File: config.mk
export PLATFORM = sky130hd
export DESIGN_NAME = tick_period_meter
export DESIGN_NICKNAME = d
export VERILOG_FILES = /design/src/rtl/tick_period_meter_pkg.sv /design/src/rtl/tick_edge_det.sv /design/src/rtl/tick_period_meter.sv
export SDC_FILE = /design/constraint.sdc
export NUM_CORES = 1
export LEC_CHECK = 0
export CAP_MARGIN = 10
export CELL_PAD_IN_SITES_DETAIL_PLACEMENT = 1
export CELL_PAD_IN_SITES_GLOBAL_PLACEMENT = 1
export CORE_MARGIN = 3
export CORE_UTILIZATION = 47
export DETAILED_ROUTE_END_ITERATION = 8
export GPL_TIMING_DRIVEN = 0
export PLACE_DENSITY = 0.86
export SLEW_MARGIN = 30
export SYNTH_ARGS = -nofsm -noshare
export SYNTH_HDL_FRONTEND = slang
export SYNTH_HIERARCHICAL = 1
export SYNTH_SLANG_ARGS = --single-unit
File: constraint.sdc
create_clock -name clk -period 3.4 [get_ports clk]
set_clock_uncertainty 0.15 [all_clocks]
set_input_delay 0.68 -clock clk [delete_from_list [all_inputs] [get_ports clk]]
set_output_delay 0.68 -clock clk [all_outputs]
set_load 0.05 [all_outputs]
File: src/rtl/tick_period_meter_pkg.sv
// Shared types for tick_period_meter: measurement FSM state encoding and lock counter sizing.
package tick_period_meter_pkg;

    typedef enum logic [1:0] {
        TpmIdle = 2'd0,
        TpmMeas = 2'd1,
        TpmTout = 2'd2
    } tpm_state_e;

    // LOCK_N is limited to 1..15, so four bits always hold the saturating match count.
    localparam int unsigned MatchW = 4;

endpackage

File: src/rtl/tick_edge_det.sv
// Rising-edge detector for the measured strobe. When TICK_SYNC_EN is defined, a 2-flop
// synchroniser sits in front of the detector.
module tick_edge_det (
    input  logic clk,
    input  logic rst,
    input  logic tick_in,
    output logic rise
);

    logic tick_s;
    logic tick_d_q;

`ifdef TICK_SYNC_EN
    logic [1:0] sync_q;

    always_ff @(posedge clk or posedge rst) begin
        if (rst) begin
            sync_q <= 2'b00;
        end else begin
            sync_q <= {sync_q[0], tick_in};
        end
    end

    assign tick_s = sync_q[1];
`else
    assign tick_s = tick_in;
`endif

    always_ff @(posedge clk or posedge rst) begin
        if (rst) begin
            tick_d_q <= 1'b0;
        end else begin
            tick_d_q <= tick_s;
        end
    end

    assign rise = tick_s & ~tick_d_q;

endmodule

File: src/rtl/tick_period_meter.sv
// Measures clk cycles between rising edges of tick_in, reports lock and timeout.
// Optional input synchroniser is enabled with the TICK_SYNC_EN macro.
module tick_period_meter
    import tick_period_meter_pkg::*;
#(
    parameter int unsigned CNT_W       = 8,
    parameter int unsigned TIMEOUT_CYC = 255,
    parameter int unsigned LOCK_N      = 4
) (
    input  logic             clk,
    input  logic             rst,
    input  logic             tick_in,
    output logic [CNT_W-1:0] period,
    output logic             period_valid,
    output logic             locked,
    output logic             timeout
);

    localparam logic [CNT_W-1:0]  CntMax     = '1;
    localparam logic [CNT_W-1:0]  TimeoutVal = CNT_W'(TIMEOUT_CYC);
    localparam logic [MatchW-1:0] LockVal    = MatchW'(LOCK_N);

    logic rise;

    tick_edge_det u_edge_det (
        .clk     (clk),
        .rst     (rst),
        .tick_in (tick_in),
        .rise    (rise)
    );

    tpm_state_e        state_q, state_d;
    logic [CNT_W-1:0]  cnt_q, cnt_d;
    logic [CNT_W-1:0]  period_q, period_d;
    logic              valid_q, valid_d;
    logic              locked_q, locked_d;
    logic              timeout_q, timeout_d;
    logic [MatchW-1:0] match_q, match_d;
    logic              have_prev_q, have_prev_d;

    logic              report;
    logic              tout_hit;
    logic              tout_clear;
    logic [MatchW-1:0] match_next;

    always_ff @(posedge clk or posedge rst) begin
        if (rst) begin
            state_q <= TpmIdle;
        end else begin
            state_q <= state_d;
        end
    end

    always_comb begin
        state_d = state_q;
        unique case (state_q)
            TpmIdle: if (rise) state_d = TpmMeas;
            TpmMeas: if (!rise && cnt_q == TimeoutVal) state_d = TpmTout;
            TpmTout: if (rise) state_d = TpmMeas;
            default: state_d = TpmIdle;
        endcase
    end

    // Rise has priority over timeout; the first edge and the edge after a timeout have no
    // valid reference interval, so only a rise in MEAS reports a period.
    always_comb begin
        report     = (state_q == TpmMeas) && rise;
        tout_hit   = (state_q == TpmMeas) && !rise && (cnt_q == TimeoutVal);
        tout_clear = (state_q == TpmTout) && rise;
    end

    always_comb begin
        cnt_d = rise ? CNT_W'(1) : ((cnt_q == CntMax) ? cnt_q : cnt_q + CNT_W'(1));

        if (have_prev_q && (cnt_q == period_q)) begin
            match_next = (match_q >= LockVal) ? LockVal : match_q + MatchW'(1);
        end else begin
            match_next = '0;
        end

        period_d    = period_q;
        valid_d     = 1'b0;
        locked_d    = locked_q;
        timeout_d   = timeout_q;
        match_d     = match_q;
        have_prev_d = have_prev_q;

        if (report) begin
            period_d    = cnt_q;
            valid_d     = 1'b1;
            match_d     = match_next;
            locked_d    = (match_next >= LockVal);
            have_prev_d = 1'b1;
        end
        if (tout_hit) begin
            timeout_d   = 1'b1;
            locked_d    = 1'b0;
            match_d     = '0;
            have_prev_d = 1'b0;
        end
        if (tout_clear) begin
            timeout_d = 1'b0;
        end
    end

    always_ff @(posedge clk or posedge rst) begin
        if (rst) begin
            cnt_q       <= '0;
            period_q    <= '0;
            valid_q     <= 1'b0;
            locked_q    <= 1'b0;
            timeout_q   <= 1'b0;
            match_q     <= '0;
            have_prev_q <= 1'b0;
        end else begin
            cnt_q       <= cnt_d;
            period_q    <= period_d;
            valid_q     <= valid_d;
            locked_q    <= locked_d;
            timeout_q   <= timeout_d;
            match_q     <= match_d;
            have_prev_q <= have_prev_d;
        end
    end

    assign period       = period_q;
    assign period_valid = valid_q;
    assign locked       = locked_q;
    assign timeout      = timeout_q;

endmodule

==> results of run 1 <==
-- registers in the layout, indices dropped and copies added, names as in the netlist --
register	count
cnt_q	8
have_prev_q	1
locked	1
match_q	4
period	8
period_valid	1
state_q	2
timeout	1
u_edge_det/tick_d_q	1
-- layer usage --
metal | GRT usage | part of all wire | wire, µm | up-vias
met5 | 0 | 0 | 0 | -
met4 | 0.0397 | 0.0086 | 22 | 0
met3 | 0.0329 | 0.023 | 60 | 2
met2 | 0.309 | 0.48 | 1240 | 14
met1 | 0.228 | 0.48 | 1240 | 456
li1 | - | - | - | 432
-- cell families (layout without fill, tap and decap cells) --
family	Yosys count	after routing	synth area share
fa+ha+maj	2	2	0.0193
mux	10	10	0.0850
buf+inv	10	27	0.0425
simple gates	33	33	0.165
flops	27	27	0.522
compound gates	20	20	0.0986
xor+xnor	10	10	0.0676
-- power groups by stage --
| stage | registers (W) | logic, W | clock network (W) |
|---|---|---|---|
| after floorplan | 0.000497 | 0.000149 | 0 |
| after global placement | 0.000420 | 0.000314 | 0 |
| after detailed placement | 0.000426 | 0.000323 | 0 |
| after CTS | 0.000420 | 0.000326 | 0.000150 |
| after global routing | 0.000427 | 0.000351 | 0.000163 |
| final | 0.000418 | 0.000323 | 0.000142 |
-- synth_stat cells, types with 2 or more instances --
cell type,instances
mux2i_1,2
ha_1,2
nand2_1,6
dfrtp_1,27
nand4_1,2
xor2_1,9
a31oi_1,3
nand3b_1,2
buf_2,2
nor2_1,6
nor3_1,2
inv_1,4
o21ai_0,3
o21bai_1,2
buf_4,2
nand3_1,2
or2_1,2
a21oi_1,4
mux2_2,8
-- metrics by stage --
step / total power [W] / instance area [µm²]
after floorplan: 0.000646 / 1290
after global placement: 0.000735 / 1460
after detailed placement: 0.000749 / 1460
after CTS: 0.000896 / 1490
after global routing: 0.000940 / 1490
final: 0.000883 / 1490
-- final cells by class --
cell class	count	area [µm²]
clock buffer	3	22.5
clock inverter	1	7.51
multi-input combinational	75	564
tap	30	37.5
buffer	6	40.0
fill	272	1050
inverter	4	15.0
sequential	27	676
timing repair buffer	13	130
-- how the worst max path moves through the flow --
| stage | to | from | cells after the start | slack (ns) |
|---|---|---|---|---|
| after global placement | match_q[0] | tick_in | 6 | 0.89 |
| after CTS | period[3] | period[3] | 1 | 0.99 |
| after global routing | period[3] | period[3] | 1 | 0.92 |
| after detailed placement | match_q[0] | tick_in | 6 | 0.85 |
| after floorplan | match_q[0] | tick_in | 5 | 1.60 |
| final | period[2] | period[2] | 1 | 1.01 |
==> impl_metrics.tcl, run 1 <==
set metrics [dict create \
    status "complete, no violations" \
    layout_commonest_cell "dfrtp_1" \
    overflow 0 \
    grt_pass1_wl_mm 4.62 \
    die_w_um 58.5 \
    hold_depth 1 \
    stdcell_count 159 \
    layout_min_cycle_time_ns 2.39 \
    wirelength_mm 2.56 \
    synth_warnings 6 \
    synth_top_area_frac 0.522 \
    fin_ws_ns 1.01 \
    rr_endpoint "match_q[1]" \
    antenna_cells 0 \
    cp-start-kind "flip-flop" \
    rsz0062_at_grt "false" \
    clk_latency_ns 0.33 \
    worst_slew_pin_slew_ns 0.537 \
    max-vdd-ir-drop_v 0.000420 \
    cpPeakStageDelay_ns 0.82 \
    max-cap-violations 0 \
    hp-class "reg -> reg" \
    r2r_slack_ns 1.45 \
    drt_iter0_drc 12 \
    hold_viol_final 0 \
    power.share.clock 0.161 \
    initial_core_util 0.509 \
    p_int_w 0.000538 \
    powerDensity_mw_per_mm2 591 \
    ys_ff_latch 27 \
    top_level_ports 14 \
    synthArstFlopShare 1.00 \
    p_leak_nw 0.724 \
    cts_tree "yes" \
    period_share 0.704 \
    reg2regPathDepth 6 \
    vias_per_cell 5.69 \
    layout_common_cells "27 x dfrtp_1, 13 x clkdlybuf4s50_1, 9 x xor2_1, 8 x mux2_2" \
    pre_cts_slack_ns 0.854 \
    grt_max_degree 27 \
    core-area_mm2 0.00254 \
    power.switching_w 0.000344 \
    drc 0 \
    synth_top_flop_cell "dfrtp_1" \
    cts_root_buffer "clkbuf_4" \
    vias 904 \
    critPathBufInv 1 \
    dieArea_mm2 0.00342 \
    syn-cell-area_mm2 0.00129 \
    hold_end "match_q[0]" \
    cts_buffers 3 \
    seq_area_frac_synth 0.522 \
    cts_setup_buffers 0 \
    dp_cells 155 \
    synthCells 112 \
    whs_ns 0.354 \
    dr.pass1.iters 2 \
    synth_edf_count 0 \
    arrival_ns 1.56 \
    cpMaxStageDelayCell "clkdlybuf4s50_1" \
    setup_viol 0 \
    cts_buffer_depth 2 \
    drive_gt1_frac 0.178 \
    rows 18 \
    port_buffers 13 \
    fin_util 0.587 \
    nets 135 \
    antenna_left 0 \
    htreeDepth 1 \
    ctsHoldBuffers 0 \
    ctsResizeCount 0 \
    crit_path_max_fanout 3 \
    cts_sinks 27 \
    setup_tns_ns 0 \
    yosysTopAreaCell "dfrtp_1" \
    synthesis.nets 117 \
    place_congestion 0.762 \
    area_delta_synth_final_pct 15.3 \
    holdCritStartpoint "match_q[0]" \
    slew-limit-headroom 0.638 \
    avgRoutedWirePerCell_um 16.1 \
    cpLargestDelayFamily "buffers and inverters" \
    maxSlewViolCount 0 \
    grt_pass1_vias 1010 \
    p_seq_frac 0.473 \
    antenna_found_initial 0 \
    synth_cell_type_count 41 \
    dieHeight_um 58.5 \
    hpwl_mm 1.93 \
    cp_data_required_time_ns 2.57 \
    max_freq_ghz 0.418 \
    end_kind "primary output" \
    worstSetupPathType "reg -> out" \
    netlist_top_cells_area "dfrtp_1 52%, mux2_2 7.0%, xor2_1 6.1%" \
    crit_path_cell_trace "clkdlybuf4s50_1" \
    timing.rr.start "cnt_q[0]" \
    switching_share 0.390 \
    comb_power_share 0.366 \
    synth_area_per_cell_um2 11.6 \
    path_clk_slew_ns 0.15 \
    gr-usage-all-layers 0.177 \
]
No activity file was read; power rests on OpenSTA's default activity.
==> run 2, diff against run 1 <==
- CORE_UTILIZATION: 47 -> 44
- PLACE_DENSITY: 0.86 -> 0.82
- clock period: 3.4 -> 2.4 ns (I/O delays scaled with it)
==> run 2 against run 1 <==
  * Power up 42%
  * Sequential share of layout area up 0.076 points
  * Non-clock buffer count unchanged
  * Flip-flop and latch count unchanged
  * Critical path depth unchanged
  * Global-route usage up 0.60 points
  * Routed wire length up 6.4%
  * Largest cell class unchanged
  * Utilization down 5.1 points
  * Combinational power up 40%
==> impl_metrics.tcl, run 2 (synthesis gave the netlist of run 1 again) <==
set metrics [dict create \
    status "complete, no violations" \
    cpLargestDelayFamily "buffers and inverters" \
    grt_pass1_vias 1009 \
    r2r_slack_ns 0.44 \
    place_congestion 0.803 \
    area_delta_synth_final_pct 15.1 \
    dieHeight_um 60.3 \
    max-cap-violations 0 \
    grt_pass1_wl_mm 4.84 \
    antenna_cells 0 \
    cpMaxStageDelayCell "clkdlybuf4s50_1" \
    arrival_ns 1.62 \
    ctsHoldBuffers 0 \
    period_share 0.937 \
    htreeDepth 1 \
    crit_path_max_fanout 3 \
    gr-usage-all-layers 0.183 \
    drt_iter0_drc 27 \
    reg2regPathDepth 6 \
    nets 135 \
    top_level_ports 14 \
    fillCellCount 314 \
    avgRoutedWirePerCell_um 17.0 \
    dieArea_mm2 0.00363 \
    cts_sinks 27 \
    vias_per_cell 5.68 \
    clk_latency_ns 0.34 \
    cts_buffers 3 \
    hpwl_mm 1.91 \
    cp-start-kind "flip-flop" \
    fin_ws_ns 0.150 \
    rows 19 \
    grt_max_degree 27 \
    max-vdd-ir-drop_v 0.000510 \
    wirelength_mm 2.73 \
    cts_root_buffer "clkbuf_4" \
    p_leak_nw 0.725 \
    setup_viol 0 \
    vias 908 \
    maxSlewViolCount 0 \
    layout_min_cycle_time_ns 2.25 \
    drc 0 \
    whs_ns 0.147 \
    worstSetupStartpoint "period[6]" \
    rr_endpoint "match_q[1]" \
    pre_cts_slack_ns 0.120 \
    path_clk_slew_ns 0.15 \
    critPathBufInv 1 \
    end_kind "primary output" \
    port_buffers 13 \
    slew-limit-headroom 0.631 \
    crit_path_cell_trace "clkdlybuf4s50_1" \
    max_freq_ghz 0.445 \
    dr.pass1.iters 2 \
    antenna_left 0 \
    worstSetupPathType "reg -> out" \
    worst_slew_pin_slew_ns 0.552 \
    total_power_w 0.00125 \
    layout_common_cells "27 x dfrtp_1, 13 x clkdlybuf4s50_1, 9 x xor2_1, 8 x mux2_2" \
    die_w_um 60.3 \
    placed_area_mm2 0.00146 \
    powerDensity_mw_per_mm2 841 \
    hp-class "in -> async" \
    setup_tns_ns 0 \
    core-area_mm2 0.00278 \
    cts_buffer_depth 2 \
    drive_gt1_frac 0.171 \
    cts_tree "yes" \
    cts_setup_buffers 0 \
    layout_commonest_cell "dfrtp_1" \
    ctsResizeCount 0 \
    cp_data_required_time_ns 1.77 \
    hold_viol_final 0 \
    cpPeakStageDelay_ns 0.83 \
    antenna_found_initial 0 \
    initial_core_util 0.466 \
    design_area_mm2 0.00149 \
    timing.rr.start "cnt_q[0]" \
    rsz0062_at_grt "false" \
    overflow 0 \
]
-- run 2: changes by cell type in the layout (fill, tap and decap cells not counted) --
| cell | change |
|---|---|
| clkbuf_1 | +1 |
| clkinvlp_4 | -1 |
-- run 2: stage by stage --
step | cells | utilization
3_5_place_dp | 156 | 0.526
3_3_place_gp | 156 | 0.526
6_report | 160 | 0.536
4_1_cts | 160 | 0.536
5_1_grt | 160 | 0.536
2_1_floorplan | 112 | -
-- run 2: power breakdown --
group          switching [W]  internal (W)
registers          0.0000688      0.000524
clock network       0.000143     0.0000655
logic               0.000277      0.000174
total               0.000489      0.000764
-- run 2: worst max path at each step --
stage,to,cells after the start
after detailed placement,match_q[1],6
after global routing,period[6],1
final,period[6],1
after global placement,match_q[0],6
after CTS,period[6],1
after floorplan,match_q[1],6
-- run 2: layer usage --
layer,global-route usage,wire (µm),vias up
li1,-,-,434
met4,0.0759,59,0
met1,0.241,1320,450
met5,0,0,-
met2,0.292,1260,16
met3,0.0367,80,8
-- run 2: final cells by class --
class                      count  area (µm²)  share of cell area
multi-input combinational     75         564               0.379
buffer                         6        40.0              0.0269
inverter                       4        15.0              0.0101
timing repair buffer          13         130              0.0873
tap                           31        38.8              0.0260
clock buffer                   4        26.3              0.0176
sequential                    27         676               0.453
